File: config.mk
export PLATFORM = sky130hd
export DESIGN_NAME = inst_encoder
export DESIGN_NICKNAME = d
export VERILOG_FILES = /design/src/rtl/inst_pkg.sv /design/src/rtl/inst_encoder_imm_packer.sv /design/src/rtl/inst_encoder.sv
export SDC_FILE = /design/constraint.sdc
export NUM_CORES = 1
export LEC_CHECK = 0
export ABC_AREA = 0
export CORE_MARGIN = 5
export CORE_UTILIZATION = 40
export CTS_BUF_LIST = sky130_fd_sc_hd__clkbuf_8
export DETAILED_ROUTE_END_ITERATION = 8
export PLACE_DENSITY = 0.76
export SYNTH_ARGS = -nofsm -noshare
export SYNTH_HDL_FRONTEND = slang
export SYNTH_HIERARCHICAL = 1
export SYNTH_SLANG_ARGS = --single-unit
File: constraint.sdc
create_clock -name clk -period 6.8 [get_ports clk]
set_input_delay 1.7 -clock clk [delete_from_list [all_inputs] [get_ports clk]]
set_output_delay 1.7 -clock clk [all_outputs]
set_load 0.01 [all_outputs]
File: src/rtl/inst_pkg.sv
// Shared definitions for the RISC-V instruction encoder.
// Covers format codes, error codes, common opcodes and the decoded-field bundle.
package inst_pkg;

   typedef enum logic [2:0] {
      FMT_I = 3'b000,
      FMT_S = 3'b001,
      FMT_B = 3'b010,
      FMT_J = 3'b011,
      FMT_U = 3'b100,
      FMT_R = 3'b101
   } fmt_e;

   typedef enum logic [1:0] {
      ERR_NONE  = 2'b00,
      ERR_RANGE = 2'b01,
      ERR_ALIGN = 2'b10,
      ERR_FMT   = 2'b11
   } err_e;

   localparam logic [6:0] OP_IMM    = 7'h13;
   localparam logic [6:0] OP_STORE  = 7'h23;
   localparam logic [6:0] OP_BRANCH = 7'h63;
   localparam logic [6:0] OP_JAL    = 7'h6F;
   localparam logic [6:0] OP_LUI    = 7'h37;

   typedef struct packed {
      logic [2:0]  fmt;
      logic [6:0]  opcode;
      logic [4:0]  rd;
      logic [2:0]  funct3;
      logic [4:0]  rs1;
      logic [4:0]  rs2;
      logic [6:0]  funct7;
      logic [31:0] imm;
   } fields_t;

endpackage

File: src/rtl/inst_encoder_imm_packer.sv
// Combinational format mux: scatters the immediate into its instruction slots
// and flags out-of-range, misaligned or unknown-format inputs.
module imm_packer
   import inst_pkg::*;
(
   input  fields_t     f,
   output logic [31:0] inst,
   output err_e        err
);

   logic is_ok;
   logic b_ok;
   logic j_ok;
   logic u_ok;

   // Sign-extension test: the discarded upper bits must all copy the sign bit.
   assign is_ok = (&f.imm[31:11]) | ~(|f.imm[31:11]);
   assign b_ok  = (&f.imm[31:12]) | ~(|f.imm[31:12]);
   assign j_ok  = (&f.imm[31:20]) | ~(|f.imm[31:20]);
   assign u_ok  = ~(|f.imm[11:0]);

   always_comb begin
      // NOTE: every output gets a default first so no path leaves it unassigned (no latch).
      inst = '0;
      err  = ERR_NONE;
      case (f.fmt)
         FMT_I: begin
            inst = {f.imm[11:0], f.rs1, f.funct3, f.rd, f.opcode};
            if (!is_ok) err = ERR_RANGE;
         end
         FMT_S: begin
            inst = {f.imm[11:5], f.rs2, f.rs1, f.funct3, f.imm[4:0], f.opcode};
            if (!is_ok) err = ERR_RANGE;
         end
         FMT_B: begin
            inst = {f.imm[12], f.imm[10:5], f.rs2, f.rs1, f.funct3,
                    f.imm[4:1], f.imm[11], f.opcode};
            if (f.imm[0])   err = ERR_ALIGN;
            else if (!b_ok) err = ERR_RANGE;
         end
         FMT_J: begin
            inst = {f.imm[20], f.imm[10:1], f.imm[11], f.imm[19:12], f.rd, f.opcode};
            if (f.imm[0])   err = ERR_ALIGN;
            else if (!j_ok) err = ERR_RANGE;
         end
         FMT_U: begin
            inst = {f.imm[31:12], f.rd, f.opcode};
            if (!u_ok) err = ERR_RANGE;
         end
         FMT_R: begin
            inst = {f.funct7, f.rs2, f.rs1, f.funct3, f.rd, f.opcode};
         end
         default: err = ERR_FMT;
      endcase
   end

endmodule

File: src/rtl/inst_encoder.sv
// Two-stage instruction encoder: stage 1 holds decoded fields and their packed
// word, stage 2 is the output register; rejected words only bump the error state.
module inst_encoder
   import inst_pkg::*;
#(
   parameter logic [31:0] BASE_ADDR = 32'h0000_0000
) (
   input  logic        clk,
   input  logic        rst_n,
   input  logic        clear,
   input  logic        in_valid,
   output logic        in_ready,
   input  logic [2:0]  fmt,
   input  logic [6:0]  opcode,
   input  logic [4:0]  rd,
   input  logic [2:0]  funct3,
   input  logic [4:0]  rs1,
   input  logic [4:0]  rs2,
   input  logic [6:0]  funct7,
   input  logic [31:0] imm,
   output logic        out_valid,
   input  logic        out_ready,
   output logic [31:0] out_inst,
   output logic [31:0] out_addr,
   output logic [7:0]  err_cnt,
   output logic [1:0]  err_code
);

   fields_t     s1_fields_q, s1_fields_d;
   logic        s1_valid_q, s1_valid_d;
   logic        s2_valid_q, s2_valid_d;
   logic [31:0] s2_inst_q, s2_inst_d;
   logic [31:0] addr_q, addr_d;
   logic [7:0]  err_cnt_q, err_cnt_d;
   err_e        err_code_q, err_code_d;

   logic [31:0] s1_inst;
   err_e        s1_err;
   logic        in_fire, out_fire, s1_reject, s1_to_s2;

   imm_packer u_packer (
      .f    (s1_fields_q),
      .inst (s1_inst),
      .err  (s1_err)
   );

   assign in_ready  = !s1_valid_q || !s2_valid_q || out_ready;
   assign in_fire   = in_valid && in_ready;
   assign out_fire  = s2_valid_q && out_ready;
   assign s1_reject = s1_valid_q && (s1_err != ERR_NONE);
   assign s1_to_s2  = s1_valid_q && (s1_err == ERR_NONE) && (!s2_valid_q || out_ready);

   always_comb begin
      s1_fields_d = s1_fields_q;
      s1_valid_d  = s1_valid_q;
      s2_valid_d  = s2_valid_q;
      s2_inst_d   = s2_inst_q;
      addr_d      = addr_q;
      err_cnt_d   = err_cnt_q;
      err_code_d  = err_code_q;
      if (clear) begin
         s1_valid_d = 1'b0;
         s2_valid_d = 1'b0;
         s2_inst_d  = '0;
         addr_d     = BASE_ADDR;
         err_cnt_d  = '0;
         err_code_d = ERR_NONE;
      end else begin
         if (out_fire) begin
            s2_valid_d = 1'b0;
            addr_d     = addr_q + 32'd4;
         end
         if (s1_to_s2) begin
            s2_valid_d = 1'b1;
            s2_inst_d  = s1_inst;
         end
         if (s1_reject) begin
            if (err_cnt_q != 8'hFF) err_cnt_d = err_cnt_q + 8'd1;
            err_code_d = s1_err;
         end
         if (s1_to_s2 || s1_reject) s1_valid_d = 1'b0;
         if (in_fire) begin
            s1_valid_d  = 1'b1;
            s1_fields_d = '{fmt: fmt, opcode: opcode, rd: rd, funct3: funct3,
                            rs1: rs1, rs2: rs2, funct7: funct7, imm: imm};
         end
      end
   end

   always_ff @(posedge clk) begin
      if (!rst_n) begin
         s1_valid_q <= 1'b0;
         s2_valid_q <= 1'b0;
         s2_inst_q  <= '0;
         addr_q     <= BASE_ADDR;
         err_cnt_q  <= '0;
         err_code_q <= ERR_NONE;
      end else begin
         s1_valid_q <= s1_valid_d;
         s2_valid_q <= s2_valid_d;
         s2_inst_q  <= s2_inst_d;
         addr_q     <= addr_d;
         err_cnt_q  <= err_cnt_d;
         err_code_q <= err_code_d;
      end
   end

   // NOTE: stage-1 payload is left unreset; s1_valid_q qualifies every use of it.
   always_ff @(posedge clk) begin
      s1_fields_q <= s1_fields_d;
   end

   assign out_valid = s2_valid_q;
   assign out_inst  = s2_inst_q;
   assign out_addr  = addr_q;
   assign err_cnt   = err_cnt_q;
   assign err_code  = err_code_q;

endmodule

==> impl_metrics.csv <==
group,metric,value,unit
outcome,outcome,"complete, no violations",
timing,holdWs,0.455,ns
timing,worstMarginPinSlew,0.905,ns
yosys,syn_area,6310,sq um
floorplan,rows,46,
power,power.density,198,nW/um^2
yosys,ys_types,72,
cts,cts_resized,0,
yosys,synth_enable_flop_cells,67,
cts,clk_latency,0.44,ns
routing,vias_per_cell,5.28,
setup_path,critPathKind,"in -> out",
grt,antenna_found_initial,0,
cells_and_area,drive_gt1_share,8.75,%
cells_and_area,fill_cells,1450,
cts,clock-root-buffer,"clkbuf_8",
yosys,syn_area_per_cell,10.5,sq um
routing,dr.first_iter.drc_count,317,
setup_path,critPathRequiredTime,5.10,ns
yosys,synthFlopType,"dfxtp_1",
hold_path,holdCritStartpoint,"out_inst[15]",
yosys,synth_top_area_cell,"edfxtp_1",
setup_path,arrival,3.06,ns
setup_path,r2r_cells,8,
place,place_hpwl,11.6,mm
grt,grt_usage,17.5,%
yosys,synth_top_area_share,31.9,%
floorplan,die_y,136,microns
yosys,ys_async_sr_fraction,0,%
setup_path,cp-start-kind,"input port",
timing,min_period,4.76,ns
yosys,ys_top_cells_by_area,"edfxtp_1, dfxtp_1, a21oi_1",
timing,rsz0062_at_grt,"false",
setup_path,reg2reg_to,"err_cnt[5]",
setup_path,endpoint_kind,"primary output",
cts,post_cts_buffers,0,
timing,fin_tns_setup,0,ns
routing,drc,0,
place,portBuffers,145,
setup_path,rr_startpoint,"s1_fields_q[66]",
yosys,netlist_instances,602,
hold_path,min_path_type,"reg -> reg",
yosys,ys_ff_latch,141,
routing,wire_per_inst,16.7,microns
timing,finalHoldViolations,0,
timing,fmax,0.210,GHz
cells_and_area,fin_nets,815,
cts,htree_levels,4,
floorplan,start_util,40.3,%
routing,ant_nets,0,
floorplan,core,15700,sq um
timing,skew,0.0141,ns
timing,drv_slew,0,
routing,drt_wl_total,16.2,mm
cts,postCtsHoldBufs,0,
yosys,ys_warn_count,6,
cells_and_area,areaGrowthSynthToFinish,30.0,%
run,maxCapViolCount,0,
power,leakage,2.68,nW
setup_path,reg2reg_slack,3.81,ns
power,peakVddDrop,0.114,mV
timing,fin_crit_sh,70.0,%
hold_path,hold_end,"out_inst[15]",
yosys,yosysMostFrequentCell,"nand2_1",
cts,cts_tree,"built",
place,place.gp.congestion,0.831,
grt,grt_max_degree,48,
grt,grt_pass1_vias,4941,
floorplan,dieArea,18400,sq um
hold_path,hold_depth,2,
floorplan,dieWidth,136,microns
setup_path,critPathMaxFanout,8,
floorplan,pin_count,148,
timing,setup_viol,0,
grt,grt_pass1_wl,25.2,mm
cts,clk_path_buf_depth,2,
yosys,ys_top_cells_by_count,"nand2_1, dfxtp_1, a21oi_1",
routing,drtPass1Iterations,5,
grt,grt_overflow_total,0,
cells_and_area,diodes,0,
routing,vias,5119,
cts,numCtsBuffers,17,
timing,slew_headroom,39.7,%
cts,clk_pin_slew,0.07,ns
cts,cts.sinks,141,
yosys,synth-seq-area-share,55.4,%
-- where the power goes --
group	switching [mW]	internal, mW	leakage (nW)
combinational	0.0530	0.0619	1.27
clock	0.302	0.286	0.183
sequential	0.0142	0.910	1.22
-- cell type report --
class                      count  area, sq um  area share (%)
clock inverter                14         90.1            1.10
multi-input combinational    424         2580            31.5
timing repair buffer         151         1500            18.2
tap                          216          270            3.30
sequential                   141         3490            42.6
inverter                       6         22.5           0.275
clock buffer                  18          248            3.02
-- sequential cells by signal (all words and copies together) (netlist names) --
name	cells
s1_fields_q	67
out_inst	32
out_addr	30
err_cnt	8
err_code	2
out_valid	1
s1_valid_q	1
-- per-layer routing --
metal	wire length [microns]	up-vias	share of wire (%)	global-route usage (%)
met4	170	0	1.1	4.42
met3	1130	17	7.0	5.65
met1	6990	2427	43	22.3
met5	0	-	0	0
li1	-	2514	-	-
met2	7870	161	49	29.1
-- critical path: stages --
cell	delay, ns
clkdlybuf4s50_1	0.59
nand3b_1	0.21
clkdlybuf4s50_1	0.56
-- worst max-delay path by stage --
stage              start        endpoint  slack (ns)  cells after the start
6_report       out_ready        in_ready        2.04                      3
4_1_cts        out_ready        in_ready        2.04                      3
3_5_place_dp   out_ready        in_ready        2.03                      3
5_1_grt        out_ready        in_ready        1.98                      3
3_3_place_gp   out_ready        in_ready        2.07                      3
2_1_floorplan  out_ready  s1_fields_q[0]        2.81                      2
-- cells by family (layout without fill, tap and decap cells) --
| family | Yosys count | in the layout | synth area share [%] |
|---|---|---|---|
| AO/OA/AOI/OAI | 151 | 151 | 15.2 |
| XOR/XNOR | 13 | 13 | 1.80 |
| adder cells (fa/ha/maj) | 2 | 2 | 0.397 |
| buffers and inverters | 38 | 189 | 3.83 |
| flip-flops | 141 | 141 | 55.4 |
| multiplexers | 19 | 19 | 3.47 |
| other | 1 | 2 | 0.0594 |
| AND/OR/NAND/NOR | 237 | 237 | 19.9 |
-- stage by stage --
stage | setup slack (ns) | instances | area [sq um] | utilization [%] | total power [mW]
3_5_place_dp | 2.03 | 938 | 7860 | 50.2 | 1.06
2_1_floorplan | 2.81 | 603 | 6310 | - | 1.00
6_report | 2.04 | 970 | 8200 | 52.4 | 1.63
3_3_place_gp | 2.07 | 938 | 7860 | 50.2 | 1.06
5_1_grt | 1.98 | 970 | 8200 | 52.4 | 1.70
4_1_cts | 2.04 | 970 | 8200 | 52.4 | 1.65
-- cell usage in the layout (no fill, tap or decap), types with 10 or more instances in the layout --
cell type | Yosys | final
a21oi_1 | 73 | 73
mux2i_1 | 11 | 11
dfxtp_1 | 74 | 74
inv_1 | 6 | 10
nand2_1 | 96 | 96
a22oi_1 | 11 | 11
nand4_1 | 19 | 19
clkbuf_8 | 1 | 18
nand3_1 | 13 | 13
nor2_1 | 27 | 27
nor2b_1 | 10 | 10
edfxtp_1 | 67 | 67
clkdlybuf4s50_1 | 0 | 145
o22ai_1 | 10 | 10
Note: power is estimated with default switching activity, not from simulation.
==> RTL change 1 (same flow settings) <==
Make the reset (`rst_n`) asynchronous in one clocked block.
--- a/src/rtl/inst_encoder.sv
+++ b/src/rtl/inst_encoder.sv
@@ -87,7 +87,7 @@
       end
    end
 
-   always_ff @(posedge clk) begin
+   always_ff @(posedge clk or negedge rst_n) begin
       if (!rst_n) begin
          s1_valid_q <= 1'b0;
          s2_valid_q <= 1'b0;
Formal check against the unedited RTL: differs if rst_n is asserted again (counterexample within 4 cycles, from zero or initial values and one cycle with rst_n low); with rst_n held inactive, the same outputs for 4 cycles.
==> RTL change 1 against the original RTL <==
- cell area increased by 3.7%
- die area up 4.1%
- sequential cell count did not move
- register-to-register slack better by 0.07 ns
- setup slack lost 0.085 ns
- critical endpoint unchanged
- wire length decreased by 2.4%
- critical path type unchanged
- highest routed layer unchanged
- total power rose by 8.4%
- area after synthesis grew 4.4%
- largest cell class unchanged
==> RTL change 1: results <==
[outcome]
status = complete, no violations

[setup_path]
crit_slowest_cell = clkdlybuf4s50_1
rrSetupSlack_ns = 3.88
max_stage_delay_ns = 0.63
arrival_ns = 3.15
path_max_fanout = 6
reg2reg_to = err_cnt[4]

[placement]
dpl.hpwl_mm = 11.1
dp_cells = 926
gp_congestion = 0.813

[power_and_ir_drop]
netSwitchingFraction_pct = 26.0
peakVddDrop_mv = 0.130
p_leak_nw = 3.08

[global_route]
grt_usage_pct = 16.2
grt_max_degree = 78
grt_pass1_vias = 4912
grt_pass1_wl_mm = 25.5

[routing]
dr_total_vias = 5090
wl_mm = 15.8
drtIter0Drc = 339
routedWlPerCell_um = 16.5

[logic_synthesis]
synth.distinct_cells = 66
ys_seq_area_share_pct = 58.7
syn_area_per_cell_sq_um = 11.2
ys_top_cells_by_count = 95 x nand2_1, 75 x a21oi_1, 74 x dfrtp_1, 67 x edfxtp_1
synth_area_leaders = edfxtp_1 31%, dfrtp_1 28%, a21oi_1 5.7%, nand2_1 5.4%, mux2i_1 1.8%
async_reset_ff_share_pct = 52.5
synth-main-ff-cell = dfrtp_1

[cells_and_area]
fillerInstances = 1495
final_nets = 799
drive_gt1_share_pct = 9.76

[min_path]
hp-start = out_inst[7]
whs_endpoint = out_inst[7]

[clocking]
htreeDepth = 4
clk_pin_slew_worst_paths_ns = 0.09
post_cts_resized = 0
cts.root.buffer_cell = clkbuf_8

[timing]
skew_ns = 0.00920
relSlewSlack_pct = 16.1

[floorplan]
rows = 47
==> RTL change 1: area by class of cell <==
type	instances	area, sq um	area share [%]
Clock buffer	17	234	2.75
Inverter	9	33.8	0.397
Tap cell	220	275	3.24
Sequential cell	141	3860	45.4
Timing Repair Buffer	151	1490	17.5
Clock inverter	15	154	1.81
Multi-Input combinational cell	405	2450	28.8
==> RTL change 1: worst max-delay path by stage <==
stage                    from             end  slack, ns  depth (start not counted)
floorplan           out_ready  s1_fields_q[0]       2.82                          2
finish              out_ready        in_ready       1.95                          3
global route        out_ready        in_ready       1.90                          3
global placement    out_ready        in_ready       2.01                          3
detailed placement  out_ready        in_ready       1.97                          3
CTS                 out_ready        in_ready       1.96                          3
==> RTL change 1: per-stage QoR <==
step	worst slack, ns	area [sq um]	util (%)	hold slack (ns)
5_1_grt	1.90	8500	52.0	0.546
6_report	1.95	8500	52.0	0.523
2_1_floorplan	2.82	6590	-	0.549
4_1_cts	1.96	8500	52.0	0.527
3_3_place_gp	2.01	8110	49.6	0.509
3_5_place_dp	1.97	8110	49.6	0.515
==> RTL change 1: tightest hold or removal path: stages (launching register included) <==
cell and delay, ns:
dfrtp_1 0.38, nand2_1 0.06, a21oi_1 0.05
==> RTL change 1: power groups by stage <==
stage | Combinational (mW) | Clock, mW | Sequential (mW)
2_1_floorplan | 0.0738 | 0 | 0.961
3_3_place_gp | 0.153 | 0 | 0.962
3_5_place_dp | 0.155 | 0 | 0.963
4_1_cts | 0.156 | 0.686 | 0.945
5_1_grt | 0.168 | 0.719 | 0.949
6_report | 0.154 | 0.665 | 0.945
==> RTL change 1: routing by layer <==
metal	track usage, %	up-vias	share of wire, %
met3	4.42	15	6.8
met5	0	-	0
met2	26.6	187	48
met1	21.1	2439	43
li1	-	2449	-
met4	5.10	0	1.3
==> RTL change 1: kinds of logic (layout without fill, tap and decap cells) <==
logic type      after synthesis  in the layout  share of synthesized area [%]
xor+xnor                      9              9                           1.20
simple gates                217            217                           17.4
flops                       141            141                           58.7
fa+ha+maj                     2              2                          0.380
other cells                   1              2                         0.0569
buf+inv                      45            192                           4.18
mux                          22             22                           3.82
compound gates              153            153                           14.3
==> RTL change 2 (same settings) <==
Made on the original files. Register the output `err_code` once more, with the module's reset; this adds one clock of latency there. The other outputs are not delayed to match.
--- a/src/rtl/inst_encoder.sv
+++ b/src/rtl/inst_encoder.sv
@@ -114,7 +114,13 @@
    assign out_inst  = s2_inst_q;
    assign out_addr  = addr_q;
    assign err_cnt   = err_cnt_q;
-   assign err_code  = err_code_q;
+   always_ff @(posedge clk) begin
+      if (!rst_n) begin
+         err_code <= '0;
+      end else begin
+         err_code <= err_code_q;
+      end
+   end
 
 endmodule
 
Check against the original RTL: not equivalent (a bounded check fails within 4 cycles, from zero or initial values and one cycle with rst_n low).
==> RTL change 2 against the original RTL <==
- sequential cell count increased by 2
- wire length shrank 1.5%
- cell area is 0.93% higher
- clock skew up 0.0011 ns
- critical path depth stayed put
- setup slack worse by 0.0096 ns
- total power up 9.0%
- area after synthesis down 0.24%
- sequential power up 1%
- maximum frequency shrank 0.20%
- highest routed layer unchanged
==> RTL change 2: results <==
[logic_synthesis]
ys_warn_count = 6
synth.distinct_cells = 67
ys_seq_area_share_pct = 56.1
async_reset_ff_share_pct = 0
syn_area_per_cell_sq_um = 10.6
synth_edf_count = 67
synth-main-ff-cell = dfxtp_1
ys_ff_latch = 143
ys_top_cells_by_count = 90 x nand2_1, 76 x dfxtp_1, 71 x a21oi_1, 67 x edfxtp_1, 21 x nor2_1
synth_area_leaders = edfxtp_1 32%, dfxtp_1 24%, a21oi_1 5.6%, nand2_1 5.4%, mux2i_1 2.1%

[global_route]
grt_max_degree = 68
antenna_found_initial = 0
grt_pass1_vias = 5026
grt_pass1_wl_mm = 25.1
grt_usage_pct = 17.3

[placement]
gp_congestion = 0.878
numPortBuffers = 145
dp_cells = 921
dpl.hpwl_mm = 11.4
place_area_sq_um = 7840
place_ws_ns = 2.05

[timing]
skew_ns = 0.0152
setup_tns_ns = 0
worst_pin_slew_ns = 0.845

[cells_and_area]
drive_gt1_share_pct = 9.16
final_nets = 803
fillerInstances = 1301
fin_cells = 953
diodes = 0
top_register = s1_fields_q
largest_reg_flops = 67

[clocking]
post_cts_resized = 0
clock_latency_ns = 0.45
cts.root.buffer_cell = clkbuf_8
htreeDepth = 4
cts_buffers = 17
post-cts-setup-buffers = 0
cts_max_path_buffers = 2
clk_pin_slew_worst_paths_ns = 0.06

[routing]
dr_total_vias = 5102
dr.pass1.iters = 5
wl_mm = 15.9
drtIter0Drc = 408

[setup_path]
arrival_ns = 3.07
path_max_fanout = 7

[outcome]
status = complete, no violations

[power_and_ir_drop]
peakVddDrop_mv = 0.138
p_leak_nw = 2.71
netSwitchingFraction_pct = 21.1

[min_path]
hp-class = register to register
## RTL change 2: final timing paths
path | cells after the start | slack [ns] | endpoint | from
worst max-delay path | 3 | 2.03 | in_ready | out_ready
worst min-delay path | 2 | 0.45 | err_code_q[1] | err_code_q[1]
worst max register to register | 8 | 3.89 | err_cnt[5] | s1_fields_q[66]
worst min register to register | 2 | 0.45 | err_code_q[1] | err_code_q[1]
## RTL change 2: area by class of cell
type / instances / area, sq um / share of cell area (%)
clock buffer: 19 / 262 / 3.16
clock inverter: 13 / 174 / 2.10
inverter: 6 / 22.5 / 0.272
multi-input combinational: 410 / 2530 / 30.5
sequential: 143 / 3530 / 42.7
tap: 211 / 264 / 3.19
timing repair buffer: 151 / 1500 / 18.1
## RTL change 2: per-layer routing
metal	track usage (%)	vias up	wire length (um)
li1	-	2455	-
met1	21.3	2411	6630
met2	29.1	219	7850
met3	5.68	17	1250
met4	4.98	0	177
met5	0	-	0
## RTL change 2: kinds of logic (layout without fill, tap and decap cells)
group	after synthesis	after routing	share of synthesized area, %
compound gates	144	144	14.4
xor+xnor	15	15	2.09
fa+ha+maj	2	2	0.398
buf+inv	43	189	3.84
flops	143	143	56.1
mux	21	21	3.80
other cells	1	2	0.0596
simple gates	226	226	19.3
## RTL change 2: worst max-delay path, cell delays in order
cell	delay (ns)
clkdlybuf4s50_1	0.59
nand3b_1	0.22
clkdlybuf4s50_1	0.56
## RTL change 2: power by group through the flow
stage,logic (mW),clock network (mW),registers [mW]
2_1_floorplan,0.0601,0,0.951
3_3_place_gp,0.113,0,0.955
3_5_place_dp,0.114,0,0.956
4_1_cts,0.115,0.742,0.936
5_1_grt,0.124,0.782,0.938
6_report,0.115,0.723,0.936
